--- config.mk ---
export PLATFORM = sky130hd
export DESIGN_NAME = plic_src_conditioner
export DESIGN_NICKNAME = d
export VERILOG_FILES = /design/src/rtl/plic_src_conditioner.sv
export SDC_FILE = /design/constraint.sdc
export NUM_CORES = 1
export LEC_CHECK = 0
export CORE_MARGIN = 2
export CORE_UTILIZATION = 59
export CTS_BUF_LIST = sky130_fd_sc_hd__clkbuf_4 sky130_fd_sc_hd__clkbuf_8
export DETAILED_ROUTE_END_ITERATION = 10
export DONT_BUFFER_PORTS = 1
export MAX_ROUTING_LAYER = met4
export PLACE_DENSITY = 0.78
export SLEW_MARGIN = 20
export SYNTH_ARGS = -nofsm -noshare
export SYNTH_HDL_FRONTEND = slang
export SYNTH_SLANG_ARGS = --single-unit
--- constraint.sdc ---
create_clock -name PCLK -period 1.27 [get_ports PCLK]
set_clock_uncertainty 0.1 [all_clocks]
set_input_delay 0.1905 -clock PCLK [delete_from_list [all_inputs] [get_ports PCLK]]
set_output_delay 0.1905 -clock PCLK [all_outputs]
set_load 0.02 [all_outputs]
--- src/rtl/plic_src_conditioner.sv ---
// -----------------------------------------------------------------------------
// plic_src_conditioner
//
// Conditions each raw interrupt line before it reaches the PLIC gateways. Every
// line is handled independently:
//   1. polarity is normalised so an active input becomes 1,
//   2. the line is synchronised into the PCLK domain,
//   3. a new level is accepted only after it has been stable for FILTER_CYCLES
//      consecutive cycles, unless the line is bypassed,
//   4. a one-cycle pulse marks each accepted 0->1 transition,
//   5. a sticky flag records every excursion that the filter rejected.
//
// Parameters
//   SOURCES        number of interrupt lines (match the PLIC)
//   SYNC_STAGES    synchronizer depth, >= 2
//   FILTER_BITS    width of each filter counter
//   FILTER_CYCLES  stable cycles needed to accept a level, 1 .. 2^FILTER_BITS-1
//   POLARITY       per-line active level, 1 = active-high, 0 = active-low
//
// Ports
//   PCLK        system clock
//   PRESETn     asynchronous active-low reset
//   src_async   raw interrupt lines, asynchronous to PCLK
//   bypass      per-line filter bypass, quasi-static
//   glitch_clr  per-line clear of the glitch flag, sampled every cycle
//   src         conditioned active-high level to the PLIC
//   src_rise    one-cycle pulse, high in the cycle after src rises
//   glitch      sticky flag, a pulse on this line was rejected
// -----------------------------------------------------------------------------
module plic_src_conditioner #(
  parameter int unsigned         SOURCES       = 5,
  parameter int unsigned         SYNC_STAGES   = 2,
  parameter int unsigned         FILTER_BITS   = 4,
  parameter int unsigned         FILTER_CYCLES = 4,
  parameter logic [SOURCES-1:0]  POLARITY      = {SOURCES{1'b1}}
) (
  input  logic               PCLK,
  input  logic               PRESETn,
  input  logic [SOURCES-1:0] src_async,
  input  logic [SOURCES-1:0] bypass,
  input  logic [SOURCES-1:0] glitch_clr,
  output logic [SOURCES-1:0] src,
  output logic [SOURCES-1:0] src_rise,
  output logic [SOURCES-1:0] glitch
);

  // Comparing against FILTER_CYCLES-1 is the same test as cnt+1 == FILTER_CYCLES
  // but stays inside FILTER_BITS, so no wider arithmetic is needed.
  localparam logic [FILTER_BITS-1:0] CNT_LAST = FILTER_BITS'(FILTER_CYCLES - 1);

  typedef struct packed {
    logic                   s;
    logic [FILTER_BITS-1:0] cnt;
    logic                   glitch_set;
  } filt_t;

  // Next state of one line's filter. A counter that is non-zero when the input
  // falls back to the stable level means an excursion was cut short: that is
  // the glitch condition. Bypass always follows the input and discards any
  // partial count without flagging it.
  function automatic filt_t filt_step(
    input logic                   v,
    input logic                   s,
    input logic                   byp,
    input logic [FILTER_BITS-1:0] cnt
  );
    filt_t r;
    r.s          = s;
    r.cnt        = '0;
    r.glitch_set = 1'b0;
    if (byp) begin
      r.s = v;
    end else if (v == s) begin
      r.glitch_set = (cnt != '0);
    end else if (cnt == CNT_LAST) begin
      r.s = v;
    end else begin
      r.cnt = cnt + 1'b1;
    end
    return r;
  endfunction

  // Polarity is folded in ahead of the synchronizer so everything downstream
  // works on active-high values.
  logic [SOURCES-1:0] x_act;
  assign x_act = src_async ^ ~POLARITY;

  genvar gi;
  generate
    for (gi = 0; gi < SOURCES; gi++) begin : g_line
      logic [SYNC_STAGES-1:0] sync_p;
      logic                   v;
      logic                   s_q;
      logic [FILTER_BITS-1:0] cnt_q;
      logic                   rise_q;
      logic                   glitch_q;
      filt_t                  nxt;

      // ---- stage: synchronizer chain, bit 0 is the metastable capture flop
      always_ff @(posedge PCLK or negedge PRESETn) begin
        if (!PRESETn) begin
          sync_p <= '0;
        end else begin
          sync_p <= {sync_p[SYNC_STAGES-2:0], x_act[gi]};
        end
      end

      assign v = sync_p[SYNC_STAGES-1];

      always_comb begin
        nxt = filt_step(v, s_q, bypass[gi], cnt_q);
      end

      // ---- stage: filter, edge detect and sticky glitch flag
      always_ff @(posedge PCLK or negedge PRESETn) begin
        if (!PRESETn) begin
          s_q      <= 1'b0;
          cnt_q    <= '0;
          rise_q   <= 1'b0;
          glitch_q <= 1'b0;
        end else begin
          s_q      <= nxt.s;
          cnt_q    <= nxt.cnt;
          // Registered with s so the pulse covers the first cycle src is high.
          rise_q   <= nxt.s & ~s_q;
          // A set on the same edge as a clear wins.
          glitch_q <= nxt.glitch_set | (glitch_q & ~glitch_clr[gi]);
        end
      end

      assign src[gi]      = s_q;
      assign src_rise[gi] = rise_q;
      assign glitch[gi]   = glitch_q;
    end
  endgenerate

endmodule

Yosys cells after proc, flatten, opt, wreduce, memory -nomap -nowiden --
Cells that the tools add are included.
Word-level totals: register bits 45, input bits 17
Operators by class: $add $sub $neg 5, eq/ne operators 10, multiplexer cells 30, bitwise gates (word level) 25, reductions and logical operators 5
Operators by type and width (count):
- two-way mux 5 bit | 10
- adder 4 x 1 -> 4 bit (second input constant) | 5
- == test 4 x 2 -> 1 bit (second input constant) | 5
- two-way mux 4 bit | 5
- nonzero test 4 bit | 5
- two-way mux 1 bit | 15
- bitwise AND 1 bit | 10
- inverter 1 bit | 10
- == test 1 bit | 5
- OR 1 bit | 5

Logic depth before layout (Yosys ltp) --
Gate-level depths: netlist (run 1).
depth after elaboration 5, mapped depth 4, gate-level depth less buffers 4

Worst setup path after synthesis (run 1) --
OpenSTA, ideal clock, no wires.
kind flip-flop to flip-flop, start register g_line[2].cnt_q[0], end register g_line[2].s_q, data arrival time 1.125 ns, slack -0.080 ns, cell stages (with the launch flop) 4, path buffers 0, period minus slack after synthesis 1.350 ns, cell sequence dfrtp_1 -> ha_1 -> a21oi_1 -> mux2_2
RTL lines:
- start, declared | RTL line 94 | logic [FILTER_BITS-1:0] cnt_q;
- start signal, assigned | RTL line 123 | cnt_q <= nxt.cnt;
- end signal, assigned | RTL line 122 | s_q <= nxt.s;
- end, declared | RTL line 93 | logic s_q;

==> results of run 1 <==
[power by group]
| group | switching [mW] | internal, mW |
|---|---|---|
| sequential | 0.115 | 1.53 |
| combinational | 0.238 | 0.278 |
| clock | 0.436 | 0.233 |
[kinds of logic after synthesis]
group | Yosys count | share of synthesized area [%]
AO/OA/AOI/OAI | 20 | 8.68
XOR/XNOR | 14 | 6.16
adder cells (fa/ha/maj) | 10 | 6.29
buffers and inverters | 38 | 10.0
flip-flops | 45 | 56.6
multiplexers | 5 | 3.02
AND/OR/NAND/NOR | 36 | 9.25
[placed cells by master, fill, tap and decap left out, types with 2 or more instances in the layout]
| master | n |
|---|---|
| dfrtp_1 | 43 |
| buf_4 | 23 |
| inv_1 | 17 |
| dlygate4sd3_1 | 15 |
| nor2_1 | 12 |
| buf_6 | 8 |
| xor2_1 | 7 |
| clkbuf_4 | 6 |
| inv_2 | 5 |
| nor3b_1 | 5 |
| mux2_4 | 5 |
| nand3_1 | 5 |
| ha_4 | 5 |
| o311ai_4 | 4 |
| and3_1 | 4 |
| nor2_2 | 4 |
| a21oi_4 | 4 |
| a211o_1 | 4 |
| xnor2_1 | 3 |
| ha_2 | 3 |
| xor2_2 | 2 |
| xnor2_2 | 2 |
| nor3_2 | 2 |
| o21ai_1 | 2 |
| o21ai_2 | 2 |
| ha_1 | 2 |
| clkinv_2 | 2 |
| dfrtp_2 | 2 |
[metrics by stage]
stage          cells  setup TNS, ns  hold WS, ns
2_1_floorplan    168        -0.0241       -0.205
3_3_place_gp     217        -0.0933       -0.204
3_5_place_dp     217         -0.688       -0.204
4_1_cts          251         -0.180       -0.603
5_1_grt          253         -0.505       -0.622
6_report         253        -0.0908       -0.599
[worst min-delay path by stage]
stage	endpoint	slack, ns	cells past startpoint
2_1_floorplan	g_line[0].cnt_q[0]	-0.21	0
4_1_cts	g_line[3].glitch_q	-0.60	0
6_report	g_line[3].glitch_q	-0.60	0
3_3_place_gp	g_line[2].sync_p[1]	-0.20	0
3_5_place_dp	g_line[2].sync_p[1]	-0.20	0
5_1_grt	g_line[3].glitch_q	-0.62	0
[registers in the layout, indices dropped and copies added, names as in the netlist]
signal and flops:
g_line.cnt_q 20, g_line.glitch_q 5, g_line.rise_q 5, g_line.s_q 5, g_line.sync_p 10
[layer usage]
layer | wire (um) | vias up | track usage (%)
met3 | 169 | 7 | 6.21
met4 | 76 | 0 | 9.12
met2 | 2180 | 40 | 39.6
li1 | - | 613 | -
met5 | 0 | - | -
met1 | 1560 | 661 | 22.6
[final cells by class]
cell class / count / area [um^2] / share of cell area [%]
flip-flops and latches: 45 / 1130 / 42.8
multi-input cells: 85 / 896 / 33.9
repair buffers: 46 / 413 / 15.6
inverters: 23 / 88.8 / 3.37
well taps: 46 / 57.6 / 2.18
clock buffers: 6 / 45.0 / 1.71
clock inverters: 2 / 10.0 / 0.379
[repair_timing]
action / CTS / global route
hold endpoints to repair: 78 / 45
pin swaps: 10 / 18
setup buffers: 11 / 3
setup endpoints to repair: 19 / 31
resized for setup: 10 / 46
[critical path: cells and delay by family (launching register included)]
family          cells  cell delay (ns)
compound gates      1             0.13
fa+ha+maj           1             0.20
flops               1             0.46
mux                 1             0.31
==> flow_summary.yaml, run 1 <==
floorplan:
  ioPinCount: 32
  die_x_um: 62.1
  fp-row-count: 21
  start_util_pct: 60.6
  coreArea_um2: 3280
  die_h_um: 62.1
  die_area_um2: 3850
synth:
  yosysSeqAreaShare_pct: 56.6
  ys.flop_type: "dfrtp_1"
  avgSynthCellArea_um2: 11.8
  ys_top_cells_by_area: "dfrtp_1 57%, ha_1 6.3%, buf_4 5.7%"
  yosysTopAreaCellShare_pct: 56.6
  yosys_register_bits: 45
  mappedNetlistArea_um2: 1990
  syn_inst: 168
  synthTopCellsByCount: "45 x dfrtp_1, 23 x inv_1, 17 x nor2_1"
  async_flop_share_pct: 100
  synth.distinct_cells: 25
  syn_nets: 195
  yosys.area.top_type: "dfrtp_1"
  synth-edff-count: 0
  synth_most_common_cell: "dfrtp_1"
  yosysWarningCount: 0
power:
  p_leak_nw: 1.19
  irDropWorstVdd_mv: 1.01
  p_per_area_nw_per_um2: 1070
  total_power_mw: 2.82
finish:
  utilization_pct: 80.3
  syn_to_final_growth_pct: 32.6
  final_area_um2: 2640
  final_layout_size_suffix_gt1_share_pct: 39.1
  nFillCells: 178
  nets: 233
  n_antenna_cell: 0
global_route:
  grt_pass1_vias: 1359
  overflow: 0
  grt_pass1_wl_um: 5740
  grt_max_degree: 46
  grt_usage_pct: 22.2
  antenna_found_initial: 0
worst_setup_path:
  rr_endpoint: "g_line[2].s_q"
  critPathCaptureType: "register"
  arrival_ns: 1.46
  worstReg2RegStart: "g_line[2].cnt_q[1]"
  path_cells: "ha_4 > a21oi_4 > mux2_4"
  crit_slowest_cell: "dfrtp_1"
  crit_path_max_fanout: 3
  start_kind: "register"
  critPathCapture: "g_line[2].s_q"
  rr_worst_depth: 3
  rrSetupSlack_ns: -0.04
  cp.required_ns: 1.42
  slowest_delay_ns: 0.46
  startpoint: "g_line[2].cnt_q[1]"
  setup.worst_path.class: "reg2reg"
clock_tree:
  cts_tree: "built"
  clockRootBuffer: "clkbuf_4"
  clock_path_buffers: 2
  clkLatencyLatePin_ns: 0.36
  cts_num_sinks: 45
  numCtsBuffers: 5
  htreeDepth: 2
  hold_buffers: 15
  path_clk_slew_ns: 0.13
timing:
  maxSlewViolCount: 0
  worst_pin_slew_ns: 0.385
  setup_viol: 5
  setup_slack_ns: -0.0424
  relSlewSlack_pct: 74.2
  fin_crit_ns: 1.31
  hold_slack_ns: -0.599
  final_hold_viol_count: 45
  max_freq_mhz: 762
  min_period_over_period_pct: 103
  rsz0062_at_grt: "true"
detailed_routing:
  drc: 0
  wl_per_cell_um: 15.8
  wirelength_um: 3990
  drtIter0Drc: 71
  vias_per_cell: 5.22
  drt_pre_antenna_iters: 4
  vias: 1321
  ant_nets: 0
hold_path:
  hp-class: "in2async"
place:
  dpl_cell_area_um2: 2090
  place.gp.congestion: 0.843
  place.detailed.hpwl_um: 2230
  pre_cts_ws_ns: -0.0776
  numPortBuffers: 0
outcome:
  run_status: "complete, but fails checks"
  violations: "negative hold slack, negative setup slack"
job:
  drv_cap: 0
Note: power is estimated with default switching activity, not from simulation.
==> run 2: changes to the inputs <==
REMOVE_ABC_BUFFERS = 1   (was unset)
==> run 2 against run 1 <==
Against the previous run:
- the flow finishes with violations (negative setup slack)
- die area is the same
- via count shrank 4.6%
- global-route usage grew 0.42 points
- hold slack gained 0.65 ns
- first-iteration DRC count shrank 27%
- wire length grew 0.58%
- fmax shrank 0.35%
- clock-buffer cell count is the same
- final cell count shrank 1.6%
- non-clock buffer count shrank 4
- utilization shrank 0.42 points
- largest power group unchanged
==> flow_summary.yaml, run 2 (same netlist as run 1, synthesis figures left out) <==
floorplan:
  start_util_pct: 60.6
  ioPinCount: 32
  die_x_um: 62.1
  coreArea_um2: 3280
  die_h_um: 62.1
  fp-row-count: 21
  die_area_um2: 3850
outcome:
  run_status: "complete, but fails checks"
  violations: "negative setup slack"
timing:
  finalSetupTns_ns: -0.350
  maxSlewViolCount: 0
  relSlewSlack_pct: 73.5
  fin_crit_ns: 1.32
  worst_pin_slew_ns: 0.396
  setup_slack_ns: -0.0470
  max_freq_mhz: 759
  final_hold_viol_count: 0
  rsz0062_at_grt: "true"
  min_period_over_period_pct: 104
  setup_viol: 13
finish:
  utilization_pct: 79.9
  nets: 229
  final_common_cell: "dfrtp_1"
  final_cell_mix: "42 x dfrtp_1, 20 x inv_1, 20 x buf_4"
  nFillCells: 189
  regMostFlops: "g_line.cnt_q"
  largest_reg_flops: 20
  n_antenna_cell: 0
  syn_to_final_growth_pct: 31.9
  final_area_um2: 2630
  final_layout_size_suffix_gt1_share_pct: 37.4
  top_regs: "g_line.cnt_q (20), g_line.sync_p (10)"
detailed_routing:
  vias: 1260
  drc: 0
  drt_pre_antenna_iters: 4
  vias_per_cell: 5.06
  ant_nets: 0
  wl_per_cell_um: 16.1
  drtIter0Drc: 52
  wirelength_um: 4010
worst_setup_path:
  crit_slowest_cell: "dfrtp_1"
  critPathCaptureType: "register"
  slowest_delay_ns: 0.44
  start_kind: "register"
  cp.required_ns: 1.45
  crit_path_max_fanout: 3
  startpoint: "g_line[1].sync_p[1]"
  worstReg2RegStart: "g_line[1].sync_p[1]"
  path_cells: "xor2_1 > o311ai_4 > nor2_1"
  setup.worst_path.class: "reg2reg"
  arrival_ns: 1.50
power:
  power_frac_seq_pct: 58.1
  clkPwrFrac_pct: 23.6
  p_comb_share_pct: 18.3
  p_sw_mw: 0.802
  p_per_area_nw_per_um2: 1080
  switching_share_pct: 28.4
  p_leak_nw: 1.18
  irDropWorstVdd_mv: 0.809
  p_int_mw: 2.02
hold_path:
  hp-class: "in2reg"
  hp-start: "bypass[4]"
clock_tree:
  clock_path_buffers: 2
  path_clk_slew_ns: 0.12
  htreeDepth: 2
  cts_num_sinks: 45
  cts_tree: "built"
  numCtsBuffers: 5
  clkLatencyLatePin_ns: 0.35
  clockRootBuffer: "clkbuf_4"
place:
  place.gp.congestion: 0.781
  dpl_cell_area_um2: 2090
  numPortBuffers: 0
  place.detailed.hpwl_um: 2320
global_route:
  grt_pass1_wl_um: 5730
  grt_usage_pct: 22.6
  antenna_found_initial: 0
  overflow: 0
  grt_max_degree: 46
  grt_pass1_vias: 1276
job:
  drv_cap: 0
==> run 2: changes by cell type in the layout (fill, tap and decap cells not counted), moves of 2 or more <==
cell | before | now
buf_4 | 23 | 20
buf_6 | 8 | 5
inv_1 | 17 | 20
inv_2 | 5 | 2
nor2_2 | 4 | 2
==> run 2: path summary, 6_finish.rpt <==
path | end | slack (ns) | depth (start not counted)
worst max register to register | g_line[1].cnt_q[3] | -0.05 | 3
max in group asynchronous | g_line[1].cnt_q[2] | 0.63 | 2
worst min register to register | g_line[2].sync_p[1] | 0.26 | 0
worst max-delay path | g_line[1].cnt_q[3] | -0.05 | 3
worst min-delay path | g_line[4].cnt_q[0] | 0.05 | 3
min in group asynchronous | g_line[2].glitch_q | 0.21 | 2
==> run 2: repair_timing <==
action	4_1_cts	5_1_grt
endpoints found under the hold margin	79	45
endpoints found under the setup margin	19	27
resized for setup	23	35
hold buffers	15	2
pin swaps	11	12
setup buffers	2	2
==> run 2: layout make-up <==
type                       count  area, um^2  share of cell area [%]
sequential                    45        1130                    43.0
multi-input combinational     85         900                    34.3
timing repair buffer          42         394                    15.0
inverter                      23        88.8                    3.38
tap                           46        57.6                    2.19
clock buffer                   6        45.0                    1.72
clock inverter                 2        10.0                   0.381
==> run 2: critical path, delay by kind of cell (launching register included) <==
kind | cells | cell delay [ns]
AO/OA/AOI/OAI | 1 | 0.20
XOR/XNOR | 1 | 0.36
flip-flops | 1 | 0.44
AND/OR/NAND/NOR | 1 | 0.15
==> run 2: per-stage QoR <==
step | hold WS (ns) | std cells | setup WS, ns | power (mW)
after floorplan | -0.205 | 153 | -0.0801 | 1.84
after global placement | -0.204 | 220 | -0.0576 | 1.95
after detailed placement | -0.204 | 220 | -0.106 | 1.98
after CTS | -0.609 | 245 | -0.0644 | 2.74
after global routing | 0.0318 | 249 | -0.0921 | 2.97
final | 0.0497 | 249 | -0.0470 | 2.82
==> run 2: power groups by stage <==
stage	Combinational [mW]	Clock [mW]	Sequential [mW]
3_5_place_dp	0.330	0	1.65
2_1_floorplan	0.169	0	1.67
4_1_cts	0.416	0.695	1.63
3_3_place_gp	0.306	0	1.64
5_1_grt	0.563	0.755	1.65
6_report	0.517	0.667	1.64
==> run 2: layer usage <==
layer	GRT usage [%]	part of all wire (%)
met5	-	0
met4	7.90	1.4
met3	7.45	3.2
met2	38.1	54
met1	25.0	42
==> run 3: changes to the inputs <==
CORE_UTILIZATION = 60   (was 59)
PLACE_DENSITY = 0.76   (was 0.78)
clock period = 1.65 ns   (was 1.27 ns; I/O delays follow)
==> run 3 against run 2 <==
Against the previous run:
- the run now ends clean
- cell area shrank 16%
- flip-flop and latch count unchanged
- fmax decreased by 9.0%
- largest power group unchanged
- highest routed layer unchanged
==> flow_summary.yaml, run 3 (same netlist as run 1, synthesis figures left out) <==
outcome:
  run_status: "complete, no violations"
detailed_routing:
  wirelength_um: 2860
  drt_pre_antenna_iters: 5
  vias: 1161
  ant_nets: 0
  wl_per_cell_um: 12.8
  drtIter0Drc: 71
  vias_per_cell: 5.21
  drc: 0
global_route:
  grt_pass1_wl_um: 4870
  overflow: 0
  grt_usage_pct: 18.4
  grt_max_degree: 46
  antenna_found_initial: 0
  grt_pass1_vias: 1191
floorplan:
  die_x_um: 61.6
  start_util_pct: 64.1
  die_area_um2: 3790
  ioPinCount: 32
  die_h_um: 61.6
  coreArea_um2: 3100
  fp-row-count: 20
finish:
  multi_input_area_um2: 664
  nFillCells: 224
  final_area_um2: 2210
  syn_to_final_growth_pct: 11.1
  top_regs: "g_line.cnt_q (20), g_line.sync_p (10)"
  n_antenna_cell: 0
  regArea_um2: 1130
  nets: 205
  largest_reg_flops: 20
  final_common_cell: "dfrtp_1"
  final_layout_size_suffix_gt1_share_pct: 11.2
  final_cell_mix: "45 x dfrtp_1, 23 x inv_1, 17 x nor2_1, 17 x dlygate4sd3_1, 10 x ha_1"
  regMostFlops: "g_line.cnt_q"
clock_tree:
  clock_path_buffers: 2
  clockRootBuffer: "clkbuf_4"
  htreeDepth: 2
  path_clk_slew_ns: 0.12
  cts_tree: "built"
  cts_setup_buffers: 0
  cts_resized: 0
  numCtsBuffers: 5
  clkLatencyLatePin_ns: 0.35
  cts_num_sinks: 45
timing:
  fin_crit_ns: 1.45
  rsz0062_at_grt: "false"
  finalSetupTns_ns: 0
  max_freq_mhz: 691
  relSlewSlack_pct: 71.0
  min_period_over_period_pct: 87.7
  final_hold_viol_count: 0
  maxSlewViolCount: 0
  worst_pin_slew_ns: 0.431
  setup_viol: 0
worst_setup_path:
  cp.required_ns: 1.80
  slowest_delay_ns: 0.43
  arrival_ns: 1.60
  crit_slowest_cell: "dfrtp_1"
  critPathCaptureType: "register"
  start_kind: "register"
  path_cells: "ha_1 > a21oi_1 > mux2_2"
  setup.worst_path.class: "reg2reg"
  cpLargestDelayFamily: "flip-flops"
  crit_path_max_fanout: 4
  cp_num_buf_inv: 0
place:
  dpl_cell_area_um2: 1930
  place.gp.congestion: 0.788
  place.detailed.hpwl_um: 1980
  numPortBuffers: 0
power:
  p_leak_nw: 1.01
  irDropWorstVdd_mv: 0.715
  p_per_area_nw_per_um2: 992
job:
  drv_cap: 0
hold_path:
  hp-class: "in2reg"
## run 3: changes by cell type in the layout (fill, tap and decap cells not counted), moves of 4 or more
cell      previous run  this run
o21ai_0              0         4
o311ai_4             4         0
buf_4               20         0
mux2_4               5         1
ha_1                 3        10
nor2_1              13        17
mux2_2               0         4
buf_6                5         0
ha_4                 4         0
## run 3: final timing paths
path	startpoint	endpoint	slack (ns)	cells past startpoint
setup / recovery	g_line[2].cnt_q[0]	g_line[2].s_q	0.20	3
hold / removal	bypass[2]	g_line[2].cnt_q[0]	0.01	3
setup reg to reg	g_line[2].cnt_q[0]	g_line[2].s_q	0.20	3
hold reg to reg	g_line[1].sync_p[0]	g_line[1].sync_p[1]	0.26	0
max in group asynchronous	PRESETn	g_line[1].cnt_q[1]	0.99	2
min in group asynchronous	PRESETn	g_line[2].s_q	0.26	2
## run 3: final cells by class
| class | instances | share of cell area, % |
|---|---|---|
| flip-flops and latches | 45 | 50.9 |
| multi-input cells | 85 | 30.1 |
| repair buffers | 18 | 8.60 |
| inverters | 23 | 3.90 |
| well taps | 44 | 2.49 |
| clock buffers | 6 | 2.32 |
| clock inverters | 2 | 1.70 |
## run 3: worst register-to-register path: cells and delay by family (launching register included)
family,cells,cell delay [ns]
AO/OA/AOI/OAI,1,0.21
flip-flops,1,0.43
adder cells (fa/ha/maj),1,0.26
multiplexers,1,0.35
## run 3: through the flow
stage          std cells  util (%)  total power [mW]  hold WS (ns)  setup slack (ns)
3_5_place_dp         197      62.3              1.46        -0.147             0.221
4_1_cts              222      70.9              2.22       0.00191             0.214
6_report             223      71.3              2.19        0.0134             0.203
3_3_place_gp         197      62.3              1.44        -0.147             0.279
2_1_floorplan        153         -              1.42        -0.148             0.300
5_1_grt              223      71.3              2.31        0.0114             0.114
## run 3: timing repair
item / 4_1_cts / 5_1_grt
hold endpoints to repair: 71 / 1
hold buffers: 17 / 1
setup endpoints to repair: 0 / 0
## run 3: layer usage
| metal | track usage [%] | wire length, um |
|---|---|---|
| met1 | 21.3 | 1260 |
| met2 | 28.9 | 1360 |
| met3 | 5.04 | 161 |
| met4 | 10.6 | 71 |
| met5 | - | 0 |
## run 3: report_power, final
| group | total [mW] | internal [mW] | switching, mW |
|---|---|---|---|
| registers | 1.28 | 1.17 | 0.106 |
| logic | 0.218 | 0.110 | 0.107 |
| clock network | 0.696 | 0.360 | 0.336 |
| total | 2.19 | 1.64 | 0.549 |
